[config.mk]
export PLATFORM = sky130hd
export DESIGN_NAME = mb32_feed
export DESIGN_NICKNAME = d
export VERILOG_FILES = /design/src/rtl/mb32_feed.sv
export SDC_FILE = /design/constraint.sdc
export NUM_CORES = 1
export LEC_CHECK = 0
export CAP_MARGIN = 25
export CORE_MARGIN = 3
export CORE_UTILIZATION = 35
export DETAILED_ROUTE_END_ITERATION = 10
export PLACE_DENSITY = 0.53
export RECOVER_POWER = 100
export REMOVE_ABC_BUFFERS = 1
export SLEW_MARGIN = 20
export SYNTH_ARGS = -nofsm -noshare
export SYNTH_HDL_FRONTEND = slang
export SYNTH_HIERARCHICAL = 1
export SYNTH_SLANG_ARGS = --single-unit
export TNS_END_PERCENT = 10
[constraint.sdc]
create_clock -name CLK -period 8.16 [get_ports CLK]
set_input_delay 1.632 -clock CLK [delete_from_list [all_inputs] [get_ports CLK]]
set_output_delay 1.632 -clock CLK [all_outputs]
set_load 0.01 [all_outputs]
[src/rtl/mb32_feed.sv]
// mb32_feed: credit-gated feeder between an operand queue and an external Booth multiplier.
// Operands issue one edge after acceptance; products return LAT edges after issue, in order.

module mb32_fifo #(
    parameter int W     = 8,
    parameter int DEPTH = 4
) (
    input  logic                   CLK,
    input  logic                   RST,
    input  logic                   push,
    input  logic [W-1:0]           push_dat,
    input  logic                   pop,
    output logic [W-1:0]           head_dat,
    output logic [$clog2(DEPTH):0] cnt
);
    localparam int AW = $clog2(DEPTH);

    logic [AW:0]  wptr_q, wptr_d;
    logic [AW:0]  rptr_q, rptr_d;
    logic [W-1:0] mem_q [DEPTH];

    always_comb begin
        wptr_d = wptr_q + {{AW{1'b0}}, push};
        rptr_d = rptr_q + {{AW{1'b0}}, pop};
    end

    always_ff @(posedge CLK or posedge RST) begin
        if (RST) begin
            wptr_q <= '0;
            rptr_q <= '0;
        end else begin
            wptr_q <= wptr_d;
            rptr_q <= rptr_d;
        end
    end

    // Storage is not reset: an entry is only visible once the write pointer has passed it.
    always_ff @(posedge CLK) begin
        if (push) begin
            mem_q[wptr_q[AW-1:0]] <= push_dat;
        end
    end

    assign head_dat = mem_q[rptr_q[AW-1:0]];
    assign cnt      = wptr_q - rptr_q;
endmodule

module mb32_feed #(
    parameter int WIDTH = 32,
    parameter int LAT   = 2,
    parameter int DEPTH = 4
) (
    input  logic                 CLK,
    input  logic                 RST,
    input  logic                 in_valid,
    output logic                 in_ready,
    input  logic [WIDTH-1:0]     in_a,
    input  logic [WIDTH-1:0]     in_b,
    output logic [WIDTH-1:0]     mx1,
    output logic [WIDTH-1:0]     my1,
    input  logic [2*WIDTH-1:0]   product1,
    output logic                 out_valid,
    input  logic                 out_ready,
    output logic [2*WIDTH-1:0]   out_prod,
    output logic                 busy
);
    localparam int CW = $clog2(DEPTH) + 1;

    logic [CW-1:0]      in_cnt;
    logic [CW-1:0]      res_cnt;
    logic [CW-1:0]      infl_q, infl_d;
    logic [CW:0]        outstanding;
    logic [2*WIDTH-1:0] in_head;
    logic [2*WIDTH-1:0] res_head;
    logic               in_push;
    logic               issue;
    logic               res_push;
    logic               res_pop;
    logic [LAT-1:0]     tag_q, tag_d;
    logic [WIDTH-1:0]   mx1_q, mx1_d;
    logic [WIDTH-1:0]   my1_q, my1_d;

    mb32_fifo #(.W(2*WIDTH), .DEPTH(DEPTH)) u_in_q (
        .CLK      (CLK),
        .RST      (RST),
        .push     (in_push),
        .push_dat ({in_a, in_b}),
        .pop      (issue),
        .head_dat (in_head),
        .cnt      (in_cnt)
    );

    mb32_fifo #(.W(2*WIDTH), .DEPTH(DEPTH)) u_res_q (
        .CLK      (CLK),
        .RST      (RST),
        .push     (res_push),
        .push_dat (product1),
        .pop      (res_pop),
        .head_dat (res_head),
        .cnt      (res_cnt)
    );

    always_comb begin
        in_ready    = (in_cnt != CW'(DEPTH));
        in_push     = in_valid && in_ready;
        // Credits count results already queued plus products still in the multiplier,
        // both taken before this edge, so a same-edge pop never frees a slot early.
        outstanding = {1'b0, infl_q} + {1'b0, res_cnt};
        issue       = (in_cnt != '0) && (outstanding < (CW+1)'(DEPTH));
        res_push    = tag_q[LAT-1];
        out_valid   = (res_cnt != '0);
        res_pop     = out_valid && out_ready;
        tag_d       = (tag_q << 1) | LAT'(issue);
        infl_d      = infl_q + CW'(issue) - CW'(res_push);
        mx1_d       = issue ? in_head[2*WIDTH-1:WIDTH] : '0;
        my1_d       = issue ? in_head[WIDTH-1:0] : '0;
    end

    always_ff @(posedge CLK or posedge RST) begin
        if (RST) begin
            tag_q  <= '0;
            infl_q <= '0;
            mx1_q  <= '0;
            my1_q  <= '0;
        end else begin
            tag_q  <= tag_d;
            infl_q <= infl_d;
            mx1_q  <= mx1_d;
            my1_q  <= my1_d;
        end
    end

    assign mx1      = mx1_q;
    assign my1      = my1_q;
    assign out_prod = out_valid ? res_head : '0;
    assign busy     = (in_cnt != '0) || (infl_q != '0) || out_valid;
endmodule

# == Word level (Yosys, flattened, before mapping) ==
# Memories as Yosys holds them, arrays and structs flattened.
# Index checks and enable logic that the tools add are counted.
# word_totals
ff_bits,81
ram_bits,512
input_bits,132
out_inout_bits,131
word_cells,37
memories,2
# mem_list
name,depth,width,read_ports,rd_ports_with_merged_regs,write_ports,line,text
u_in_q.mem_q,4,64,1,0,1,20,logic [W-1:0] mem_q [DEPTH];
u_res_q.mem_q,4,64,1,0,1,20,
# classes
n_addsub,9
order_cmp,1
eq_ne,1
muxes,7
bitwise,1
reduce_logical,8
# ops
operator,n
32-bit two-way mux,2
64-bit two-way mux,1
3-bit by 1-bit adder with 3-bit output,5
3-bit nonzero test,3
3-bit subtractor,2
3-bit by 3-bit adder with 4-bit output,1
"4-bit by 3-bit < comparator with 1-bit output, second input constant",1
1-bit two-way mux,4
1-bit logical AND,3
"3-bit inequality test, second input constant",1
3-bit by 1-bit subtractor with 3-bit output,1
1-bit logical OR,2
2-bit by 1-bit bitwise OR with 2-bit output,1

# == Depth between registers and ports, before layout ==
# Gate-level depths: netlist of run 1.
# logic_depth
depth_word,6
ltp_mapped,13
mapped_depth_nobuf,13

# == Hierarchy ==
# The synthesis of run 1 kept the hierarchy.
# by_module_without_submodules
module,n_inst,cells_per_inst,area_each_um2,seq_area_each_um2
mb32_fifo,2,358,9634.2,7837.5
mb32_feed,1,319,3334.4,1726.7

# == Worst setup path after synthesis of run 1 ==
# OpenSTA, ideal clock, no wires.
# synth_path
path_kind,input-to-reg
startpoint,in in_valid
endpoint,"mem u_in_q/mem_q[0][0] (netlist name), enable pin"
setup_ns,0.578
arrival_ns,6.678
required_time_ns,7.582
setup_slack_ns,0.904
stages,2
n_path_buf,0
cell_sequence,a21boi_0 nor3b_1
# synth_between
elab_chain_len,3
# synth_rtl
item,line,text
from (decl),55,"input logic in_valid,"
1-bit logical AND,105,in_push = in_valid && in_ready;
1-bit two-way mux,39,if (push) begin
1-bit two-way mux (not written as such),40,mem_q[wptr_q[AW-1:0]] <= push_dat;
to (decl),20,
# Every way passes these cells.

# == Worst setup path after layout of run 1 ==
# layout_path
startpoint,reg u_res_q.rptr_q[0]
endpoint,out out_prod[63]
# layout_between
elab_chain_len,3
word_cells_on_any_way,4
cone_classes,add/sub (1); mux (1); reduce/logical (1); memory (1)
# layout_rtl
item,line,text
from (decl),19,"logic [AW:0] rptr_q, rptr_d;"
from (signal assigned),33,rptr_q <= rptr_d;
3-bit subtractor,45,assign cnt = wptr_q - rptr_q;
net res_cnt[2],70,logic [CW-1:0] res_cnt;
3-bit nonzero test,111,out_valid = (res_cnt != '0);
64-bit two-way mux,135,assign out_prod = out_valid ? res_head : '0;
to (decl),64,"output logic [2*WIDTH-1:0] out_prod,"
# The timed path passes the listed nets, and every way through them passes these cells.

==> results of run 1 <==
## routing by layer
layer,vias to the layer above,global-route usage,part of all wire
met4,12,0.0358,0.017
met3,81,0.0374,0.069
li1,4769,-,-
met1,5697,0.199,0.43
met5,-,0,0.0018
met2,288,0.241,0.48
## critical path: cells and delay by family, from the launching register on
kind	cells	cell delay, ns
xor+xnor	1	0.22
buf+inv	1	0.61
flops	1	0.69
fa+ha+maj	2	0.64
simple gates	2	1.53
## cell usage in the layout, fill, tap and decap left out, types with 9 or more instances in the layout
cell type        count
clkdlybuf4s50_1     42
dlygate4sd3_1      220
clkbuf_8            13
and2_1              24
clkbuf_16           61
mux4_2             120
and2_0              41
dfrtp_1             78
ha_1                13
nand2b_1            64
nor4_1              65
inv_1               13
buf_4                9
edfxtp_1           512
clkbuf_1            29
## power by group
part	switching, mW	internal [mW]	leakage [nW]
clock network	1.11	1.62	0.983
logic	2.47	2.07	2.82
registers	0.256	4.04	5.73
total	3.85	7.74	9.53
## kinds of logic after synthesis
group / Yosys count / synth area share
fa+ha+maj: 17 / 0.0104
flops: 593 / 0.770
buf+inv: 77 / 0.0269
simple gates: 211 / 0.0592
compound gates: 1 / 0.000332
xor+xnor: 8 / 0.00443
mux: 128 / 0.129
## how the worst min path moves through the flow
stage,to,slack (ns)
detailed placement,tag_q[1],0.33
floorplan,tag_q[1],0.33
global route,tag_q[1],0.37
global placement,tag_q[1],0.33
CTS,tag_q[1],0.35
finish,tag_q[1],0.35
## through the flow
| stage | utilization | hold WS [ns] |
|---|---|---|
| finish | 0.440 | 0.347 |
| global route | 0.439 | 0.371 |
| CTS | 0.441 | 0.349 |
| detailed placement | 0.410 | 0.335 |
| global placement | 0.409 | 0.335 |
| floorplan | - | 0.331 |
## area by class of cell
class,count,area (um2)
Antenna cell,8,20.0
Clock buffer,93,1780
Clock inverter,22,221
Fill cell,5500,35500
Inverter,14,53.8
Multi-Input combinational cell,365,4590
Sequential cell,593,17400
Tap cell,846,1060
Timing Repair Buffer,284,2740
## registers in the layout, indices dropped and copies added, names as in the netlist
signal,count
u_res_q/rptr_q,3
u_res_q/wptr_q,3
my1,32
u_in_q/mem_q,256
u_in_q/rptr_q,3
tag_q,2
u_res_q/mem_q,256
infl_q,3
u_in_q/wptr_q,3
mx1,32
==> results.sh, run 1 <==
export IMPL_yosysSeqAreaShare=0.770
export IMPL_fin_ws_ns=2.15
export IMPL_route_detailed_drc=0
export IMPL_required_ns=6.53
export IMPL_dp_hpwl_um=27800
export IMPL_die_area_um2=67700
export IMPL_p_total_mw=11.6
export IMPL_cts_root_buf="clkbuf_16"
export IMPL_syn_to_final_growth_pct=23.3
export IMPL_rsz0062_at_grt="no"
export IMPL_h_tree_depth=2
export IMPL_tns_ns=0
export IMPL_synth_avg_cell_area_um2=21.8
export IMPL_cp_slowest_stage_delay_ns=1.28
export IMPL_outcome="complete, but fails checks"
export IMPL_max_freq_ghz=0.166
export IMPL_dr_pass1_iters=4
export IMPL_cts_sinks=593
export IMPL_ys_ff_latch=593
export IMPL_setup_worst_path_end="out_prod[63]"
export IMPL_ir_worst_vdd_uv=517
export IMPL_initial_utilization=0.356
export IMPL_cpMaxStageDelayCell="or3_1"
export IMPL_coreArea_um2=63400
export IMPL_clk_pin_slew_worst_paths_ns=0.06
export IMPL_wl_um=49700
export IMPL_layoutNonFillerInstCount=2225
export IMPL_reg2regPathDepth=7
export IMPL_slew_violations=573
export IMPL_dpl_cell_area_um2=26000
export IMPL_worst_ep_arrival_time_ns=4.38
export IMPL_critPathLaunchType="flop"
export IMPL_syn_cell_area_um2=22600
export IMPL_grt_max_degree=68
export IMPL_antenna_left=0
export IMPL_yosysMostFrequentCell="edfxtp_1"
export IMPL_crit_start="u_res_q/rptr_q[0]"
export IMPL_grt_ovfl_total=0
export IMPL_drt_iter0_drc=553
export IMPL_p_leak_nw=9.53
export IMPL_ios=263
export IMPL_min_delay_path_depth=0
export IMPL_cts_buffers=61
export IMPL_synth_cells=1035
export IMPL_finalHoldViolCount=0
export IMPL_die_w_um=260
export IMPL_cts_resized=0
export IMPL_place_inst=2102
export IMPL_wl_per_cell_um=22.3
export IMPL_critPathCaptureType="output port"
export IMPL_skew_ns=0.0157
export IMPL_rows=92
export IMPL_cap_viol_max_count=14
export IMPL_r2r_start="u_in_q/rptr_q[0]"
export IMPL_violations="capacitance limit, slew limit"
export IMPL_setup_violations_final=0
export IMPL_critPathMaxFanout=67
export IMPL_synth_top_cell_by_area="edfxtp_1"
export IMPL_worst_pin_slew_ns=3.63
export IMPL_synth_edff_count=512
export IMPL_cts_setup_buffers=0
export IMPL_port_buffers=262
export IMPL_routed_via_density=4.88
export IMPL_clockBufferDepth=3
export IMPL_clkLatencyLatePin_ns=0.61
export IMPL_grt_pass1_wl_um=74800
export IMPL_reg2reg_setup_slack_ns=2.31
export IMPL_place_congestion=0.677
export IMPL_ctsHoldBuffers=0
export IMPL_worstSetupPathType="flop to output port"
export IMPL_hold_start="tag_q[0]"
export IMPL_fin_crit_ns=6.01
export IMPL_max_slew_margin=-1.42
export IMPL_p_per_area_nw_per_um2=415
export IMPL_first_global_vias=11840
export IMPL_num_vias=10847
export IMPL_synth_warnings=6
export IMPL_period_share=0.737
export IMPL_drive_gt1_frac=0.169
export IMPL_die_h_um=260
export IMPL_nets=1468
export IMPL_hp_class="flop to flop"
export IMPL_synth_async_reset_ratio=0.137
export IMPL_synth_distinct_cells=30
export IMPL_crit_chain="ha_1 > fa_1 > xor3_1 > or3_1 > and2_1 > dlygate4sd3_1"
export IMPL_design_area_um2=27900
export IMPL_yosys_top_cells_count="512 x edfxtp_1, 120 x mux4_2, 81 x dfrtp_1, 65 x and2_1, 65 x nor4_1"
export IMPL_grt_antenna_before_repair=22
export IMPL_cts_tree="done"
export IMPL_synthFlopType="edfxtp_1"
export IMPL_dp_slack_ns=3.46
export IMPL_r2r_end="u_in_q/mem_q[3][5]"
export IMPL_grt_util_all_layers=0.147
export IMPL_yosys_area_top_type_share=0.680
export IMPL_synthTopCellsByArea="edfxtp_1 68%, mux4_2 12%, dfrtp_1 9.0%"
No activity file was read; power rests on OpenSTA's default activity.
==> run 2, diff against run 1 <==
Clock period 8.16 ns to 5.9 ns, I/O delays scaled along.
==> run 2 against run 1 <==
The run still ends with capacitance limit, slew limit left. Routed wire length rose by 0.79%. First-iteration DRC count up 5.4%. Global-route usage grew 0.15 points. Design area up 0.36%. Register-to-register slack got worse by 1.3 ns. Worst setup slack worse by 1.4 ns. Clock skew increased by 0.0077 ns. Sequential share of layout area is 0.21 points lower.
==> results.sh, run 2 (synthesized netlist as in run 1, its figures left out) <==
export IMPL_hold_start="tag_q[0]"
export IMPL_grt_max_degree=68
export IMPL_crit_family="simple AND/OR/NAND/NOR gates"
export IMPL_wl_per_cell_um=22.5
export IMPL_max_slew_margin=-1.90
export IMPL_worst_pin_slew_ns=4.34
export IMPL_ctsHoldBuffers=0
export IMPL_post_route_util=0.441
export IMPL_hp_class="flop to flop"
export IMPL_fin_ws_ns=0.765
export IMPL_slew_violations=605
export IMPL_nets=1470
export IMPL_tns_ns=0
export IMPL_cpMaxStageDelayCell="nor3_2"
export IMPL_worst_ep_arrival_time_ns=3.95
export IMPL_clk_pin_slew_worst_paths_ns=0.06
export IMPL_cts_sinks=593
export IMPL_syn_to_final_growth_pct=23.8
export IMPL_port_buffers=262
export IMPL_p_per_area_nw_per_um2=578
export IMPL_final_cell_mix="512 x edfxtp_1, 218 x dlygate4sd3_1, 120 x mux4_2, 77 x dfrtp_1, 68 x clkbuf_16"
export IMPL_hold_ws_ns=0.349
export IMPL_grt_pass1_wl_um=75100
export IMPL_crit_buf_inv=1
export IMPL_p_leak_nw=9.58
export IMPL_die_area_um2=67700
export IMPL_skew_ns=0.0233
export IMPL_ir_worst_vdd_uv=752
export IMPL_reg2regPathDepth=6
export IMPL_first_global_vias=11958
export IMPL_design_area_um2=28000
export IMPL_max_freq_ghz=0.195
export IMPL_cts_root_buf="clkbuf_16"
export IMPL_critPathCaptureType="output port"
export IMPL_ios=263
export IMPL_violations="capacitance limit, slew limit"
export IMPL_cp_slowest_stage_delay_ns=1.04
export IMPL_antenna_left=0
export IMPL_r2r_end="u_in_q/mem_q[1][39]"
export IMPL_initial_utilization=0.356
export IMPL_clkLatencyLatePin_ns=0.59
export IMPL_grt_ovfl_total=0
export IMPL_place_congestion=0.670
export IMPL_mostFrequentLayoutCell="edfxtp_1"
export IMPL_die_w_um=260
export IMPL_route_detailed_drc=0
export IMPL_drt_iter0_drc=583
export IMPL_setup_violations_final=0
export IMPL_rows=92
export IMPL_worstSetupPathType="flop to output port"
export IMPL_num_vias=10929
export IMPL_critPathLaunchType="flop"
export IMPL_rsz0062_at_grt="no"
export IMPL_cts_resized=0
export IMPL_dp_hpwl_um=27900
export IMPL_r2r_start="u_in_q/rptr_q[0]"
export IMPL_cts_setup_buffers=0
export IMPL_dpl_cell_area_um2=25900
export IMPL_drive_gt1_frac=0.174
export IMPL_fin_crit_ns=5.13
export IMPL_reg2reg_setup_slack_ns=1.00
export IMPL_clockBufferDepth=3
export IMPL_crit_chain="ha_1 > fa_1 > xor3_1 > nor3_2 > nand4b_1 > clkdlybuf4s50_1"
export IMPL_dr_pass1_iters=6
export IMPL_dp_slack_ns=1.63
export IMPL_cts_tree="done"
export IMPL_grt_antenna_before_repair=17
export IMPL_finalHoldViolCount=0
export IMPL_die_h_um=260
export IMPL_coreArea_um2=63400
export IMPL_min_to="tag_q[1]"
export IMPL_cts_buffers=66
export IMPL_grt_util_all_layers=0.149
export IMPL_routed_via_density=4.91
export IMPL_min_delay_path_depth=0
export IMPL_critPathMaxFanout=26
export IMPL_outcome="complete, but fails checks"
export IMPL_period_share=0.870
export IMPL_required_ns=4.72
export IMPL_wl_um=50100
export IMPL_h_tree_depth=3
export IMPL_cap_viol_max_count=15
==> run 2: report_power, final <==
group,leakage [nW],internal [mW],total (mW),switching [mW]
sequential,5.73,5.61,5.94,0.328
combinational,2.82,2.85,6.29,3.44
clock,1.03,2.32,3.95,1.62
total,9.58,10.8,16.2,5.40
==> run 2: metrics by stage <==
step	std cells	power, mW
5_1_grt	2221	17.2
3_3_place_gp	2099	12.7
6_report	2228	16.2
2_1_floorplan	972	9.77
3_5_place_dp	2099	12.7
4_1_cts	2220	16.7
==> run 2: per-layer routing <==
layer	track usage	vias up	part of all wire
met3	0.0438	74	0.072
met1	0.194	5742	0.42
met5	0	-	0.0021
li1	-	4788	-
met4	0.0406	18	0.015
met2	0.244	307	0.49
==> run 2: area by class of cell <==
cell class	instances	area, um2
antenna	8	20.0
clock buffer	87	1820
clock inverter	34	288
fill	5474	35400
inverter	14	53.8
multi-input combinational	365	4600
sequential	593	17400
tap	846	1060
timing repair buffer	281	2730
==> run 2: worst register-to-register path: cells and delay by family (launching register included) <==
family                     cells  cell delay, ns
and+or+nand+nor                1            1.60
buffers and inverters          1            0.89
DFF                            1            0.69
adders and majority gates      2            0.67
AOI/OAI and AO/OA              1            0.43
xor gates and xnor gates       1            0.24
==> run 2: how the worst max path moves through the flow <==
stage	start	end	depth (start not counted)
after floorplan	u_in_q/rptr_q[0]	u_in_q/mem_q[0][0]	6
after global placement	u_res_q/rptr_q[0]	out_prod[30]	6
after detailed placement	u_in_q/rptr_q[0]	busy	6
after CTS	u_in_q/rptr_q[0]	busy	6
after global routing	u_in_q/rptr_q[0]	busy	6
final	u_in_q/rptr_q[0]	busy	6
